`src/rtl/fifo_stream_drain.sv`:
```
// Read-side drain stage: pops words from a synchronous FIFO and presents them
// as a valid/ready stream through a 2-entry skid buffer, tagging burst ends.
module fifo_stream_drain #(
    parameter int WIDTH     = 32,
    parameter int BURST_LEN = 16
) (
    input  logic             i_clk,
    input  logic             arst_n,
    input  logic             i_clr,
    input  logic             fifo_empty,
    output logic             fifo_rd_en,
    input  logic [WIDTH-1:0] fifo_rd_data,
    output logic             m_valid,
    input  logic             m_ready,
    output logic [WIDTH-1:0] m_data,
    output logic             m_last,
    output logic [15:0]      o_beat_cnt
);

    localparam logic [15:0] LAST_BEAT = 16'(BURST_LEN - 1);

    logic [1:0][WIDTH-1:0] buf_data;
    logic [1:0]            buf_last;
    logic                  rd_ptr;
    logic                  wr_ptr;
    logic [1:0]            occ;
    logic                  inflight;
    logic [15:0]           cap_cnt;
    logic [15:0]           beat_cnt;

    logic                  transfer;
    logic                  capture;
    logic                  cap_last;
    logic [2:0]            fill;
    logic [2:0]            room;

    assign transfer = m_valid && m_ready;
    assign capture  = inflight;

    // cap_cnt runs ahead of beat_cnt by the number of buffered words, so the
    // last flag can be stamped on a word the moment it enters the buffer.
    assign cap_last = (cap_cnt == LAST_BEAT);

    // Credit is positive when occupancy plus the in-flight word leaves room,
    // counting the slot freed by a transfer this cycle.
    assign fill       = {1'b0, occ} + {2'b00, inflight};
    assign room       = 3'd2 + {2'b00, transfer};
    assign fifo_rd_en = arst_n && !i_clr && !fifo_empty && (fill < room);

    assign m_valid    = (occ != 2'd0);
    assign m_data     = buf_data[rd_ptr];
    assign m_last     = buf_last[rd_ptr];
    assign o_beat_cnt = beat_cnt;

    always_ff @(posedge i_clk or negedge arst_n) begin
        if (!arst_n) begin
            buf_data <= '0;
            buf_last <= '0;
            rd_ptr   <= 1'b0;
            wr_ptr   <= 1'b0;
            occ      <= 2'd0;
            inflight <= 1'b0;
            cap_cnt  <= 16'd0;
            beat_cnt <= 16'd0;
        end else if (i_clr) begin
            rd_ptr   <= 1'b0;
            wr_ptr   <= 1'b0;
            occ      <= 2'd0;
            inflight <= 1'b0;
            cap_cnt  <= 16'd0;
            beat_cnt <= 16'd0;
        end else begin
            inflight <= fifo_rd_en;
            if (capture) begin
                buf_data[wr_ptr] <= fifo_rd_data;
                buf_last[wr_ptr] <= cap_last;
                wr_ptr           <= ~wr_ptr;
                cap_cnt          <= cap_last ? 16'd0 : cap_cnt + 16'd1;
            end
            if (transfer) begin
                rd_ptr   <= ~rd_ptr;
                beat_cnt <= (beat_cnt == LAST_BEAT) ? 16'd0 : beat_cnt + 16'd1;
            end
            case ({capture, transfer})
                2'b10:   occ <= occ + 2'd1;
                2'b01:   occ <= occ - 2'd1;
                default: occ <= occ;
            endcase
        end
    end

    // A capture into a full buffer with no transfer would overflow; the credit
    // rule makes that unreachable.
    always_ff @(posedge i_clk) begin
        if (arst_n && !i_clr) begin
            assert (!(capture && !transfer && occ == 2'd2));
        end
    end

endmodule
```
`config.mk`:
```
export PLATFORM = sky130hd
export DESIGN_NAME = fifo_stream_drain
export DESIGN_NICKNAME = d
export VERILOG_FILES = /design/src/rtl/fifo_stream_drain.sv
export SDC_FILE = /design/constraint.sdc
export NUM_CORES = 1
export LEC_CHECK = 0
export ABC_CLOCK_PERIOD_IN_PS = 2500
export BUFFER_PORTS_ARGS = -buffer_cell sky130_fd_sc_hd__buf_4
export CAP_MARGIN = 20
export CORE_UTILIZATION = 25
export DETAILED_ROUTE_END_ITERATION = 8
export GPL_ROUTABILITY_DRIVEN = 0
export GPL_TIMING_DRIVEN = 0
export PLACE_DENSITY_LB_ADDON = 0.12
export SLEW_MARGIN = 15
export SYNTH_ARGS = -nofsm -noshare
export SYNTH_HDL_FRONTEND = slang
export SYNTH_SLANG_ARGS = --single-unit
```
`constraint.sdc`:
```
create_clock -name i_clk -period 2.5 [get_ports i_clk]
set_clock_uncertainty 0.1 [all_clocks]
set_input_delay 0.5 -clock i_clk [delete_from_list [all_inputs] [get_ports i_clk]]
set_output_delay 0.5 -clock i_clk [all_outputs]
set_load 0.05 [all_outputs]
```
==> results.ini <==
[worst_setup_path]
crit_family = adder cells
critical_path.cell_chain = ha_1, ha_1, o21ai_0, and4b_1, buf_4
arrival_ns = 1.78
critPathMaxStageDelay_ns = 0.45
cp.required_ns = 1.90
setup.worst_path.start_class = flip-flop
worst_path_most_repeated_cell = ha_1
crit_slowest_cell = dfrtp_2
cp_max_fo = 7
crit_buf_inv = 1
cp-end-kind = primary output
setup.worst_path.class = reg2out

[yosys]
synth_fp_nets = 451
syn_inst = 410
postSynthAreaPerCell_um2 = 12.2
yosysMostFrequentCell = dfrtp_1
syn_area_mm2 = 0.00501
ys.flop_type = dfrtp_1
ys_types = 47
ys_seq_area_share_pct = 51.5
yosys.area.top_type = dfrtp_1
synth_warnings = 0
synth_edf_count = 0
netlist.area_leader.share_pct = 51.5
ys_top_cells_by_area = dfrtp_1 51%, mux2_2 22%, a31oi_1 2.0%, nor2_1 1.7%, xor2_1 1.6%
async_flop_share_pct = 100
synth.ff_latch_count = 103
synthTopCellsByCount = 103 x dfrtp_1, 98 x mux2_2, 23 x nor2_1, 19 x nand2_1, 16 x a31oi_1

[grt]
first_global_vias = 3701
met3_usage_pct = 3.10
grt_max_degree = 106
grt_overflow = 0
grt_usage_pct = 12.2
use_met2_pct = 19.6
grt_pass1_wl_um = 19100
top_usage_layer = met2
met1_usage_pct = 15.6
grt_antenna_before_repair = 0

[floorplan]
row_count = 51
die_y_um = 144
dieWidth_um = 144
die_area_mm2 = 0.0206
initial_core_util_pct = 25.7
core_mm2 = 0.0195
io_pins = 88

[timing]
setup_viol = 0
slew_headroom_pct = 43.0
worstMarginPinSlew_ns = 0.854
slew_viol_final = 0
grt_setup_unrepaired = no
fmaxAchievable_ghz = 0.420
min_period_ns = 2.38
finalHoldViolCount = 0
fin_crit_sh_pct = 95.1
tns_ns = 0

[place]
portBuffers = 87
hpwl_um = 8240

[routing]
wl_um = 12100
drt-initial-drc-count = 144
vias_per_cell = 4.67
drc = 0
first_pass_iters = 4
vias = 3626
routedWlPerCell_um = 15.5
postRouteAntennaNets = 0

[clock_network]
cts_buffer_depth = 2
clock-root-buffer = clkbuf_16
cts_tree = yes
cts_htree_levels = 3
hold_buffers = 0
cts-buffers-inserted = 9
clk_pin_slew_ns = 0.07
clock_latency_ns = 0.35
clkSinkCount = 103

[pwr]
p_switching_uw = 1590
switching_share_pct = 32.2
seq_power_share_pct = 40.5
clockPowerShare_pct = 30.9
power_density_mw_per_mm2 = 780
p_leak_uw = 0.00285
finalPower_uw = 4930
intPower_uw = 3350
comb_power_share_pct = 28.6
ir_drop_mv = 0.368

[final_layout]
area_growth_pct = 26.3
layout.nets = 548
n_antenna_cell = 0
final_util_pct = 32.4
drive_gt1_share_pct = 44.6

[min_path]
hold_class = in2async

[status]
outcome = finished, final reports clean

[flow_run]
max_cap_violations = 0

[cell families (layout without fill, tap and decap cells)]
kind of cell	Yosys count	in the layout	share of synthesized area [%]
mux	98	98	22.0
compound gates	58	58	7.89
simple gates	107	107	12.0
buf+inv	26	127	3.20
flops	103	103	51.5
fa+ha+maj	4	4	0.999
xor+xnor	14	14	2.45
[through the flow]
step	cell area, um2	hold WS (ns)	worst slack (ns)	instances
after floorplan	5010	0.104	0.426	410
after global placement	5990	0.364	-0.228	762
after detailed placement	6000	0.385	-0.0497	762
after CTS	6320	0.222	0.0386	776
after global routing	6320	0.212	0.0260	776
final	6320	0.154	0.122	776
[state kept, by name, summed over array words and instances (netlist names)]
| name | cells |
|---|---|
| buf_data | 64 |
| rd_ptr | 1 |
| buf_last | 2 |
| wr_ptr | 1 |
| capture | 1 |
| cap_cnt | 16 |
| occ | 2 |
| o_beat_cnt | 16 |
[timing repair]
action | CTS | global route
buffers inserted | 0 | 0
endpoints found under the setup margin | 29 | 1
pin swaps | 0 | 0
gates resized for setup | 5 | 3
[layout make-up]
class,instances,area [um2]
Multi-Input combinational cell,281,2270
Timing Repair Buffer,87,659
Clock buffer,10,239
Buffer,22,151
Inverter,3,11.3
Tap cell,265,332
Clock inverter,5,81.3
Sequential cell,103,2580
Fill cell,2025,13200
[path summary, 6_finish.rpt]
kind / start / slack, ns / cells after the start / endpoint
min in group i_clk: fifo_rd_data[30] / 0.29 / 2 / buf_data[62]
hold / removal: arst_n / 0.15 / 1 / buf_data[6]
setup reg to reg: cap_cnt[13] / 0.41 / 5 / cap_cnt[14]
hold reg to reg: cap_cnt[15] / 0.39 / 1 / cap_cnt[15]
setup / recovery: occ[0] / 0.12 / 5 / fifo_rd_en
max in group asynchronous: arst_n / 1.51 / 1 / rd_ptr
[placed cells by master (no fill, tap or decap), drive strengths merged, types with 4 or more instances in the layout]
master  instances
xor2            9
nand2          19
dfrtp         103
nand2b          4
nand3b          5
nor4           10
ha              4
o21ai          11
a22o            6
a31oi          16
mux2           98
nand3          10
nor2           23
nor3            6
and3            4
xnor2           5
inv             4
buf           100
nand4          11
clkbuf         19
a21oi           9
[power groups by stage]
stage	Combinational, uW	Sequential (uW)	Clock (uW)
floorplan	1030	2000	0
global placement	1420	2010	0
detailed placement	1430	2030	0
CTS	1430	2000	1610
global route	1490	2030	1670
finish	1410	2000	1520
[per-layer routing]
metal	vias to the layer above	part of all wire [%]
met5	-	0
met3	15	5.3
li1	1717	-
met4	0	1.7
met2	96	47
met1	1798	46
(Power assumes the default switching activity.)
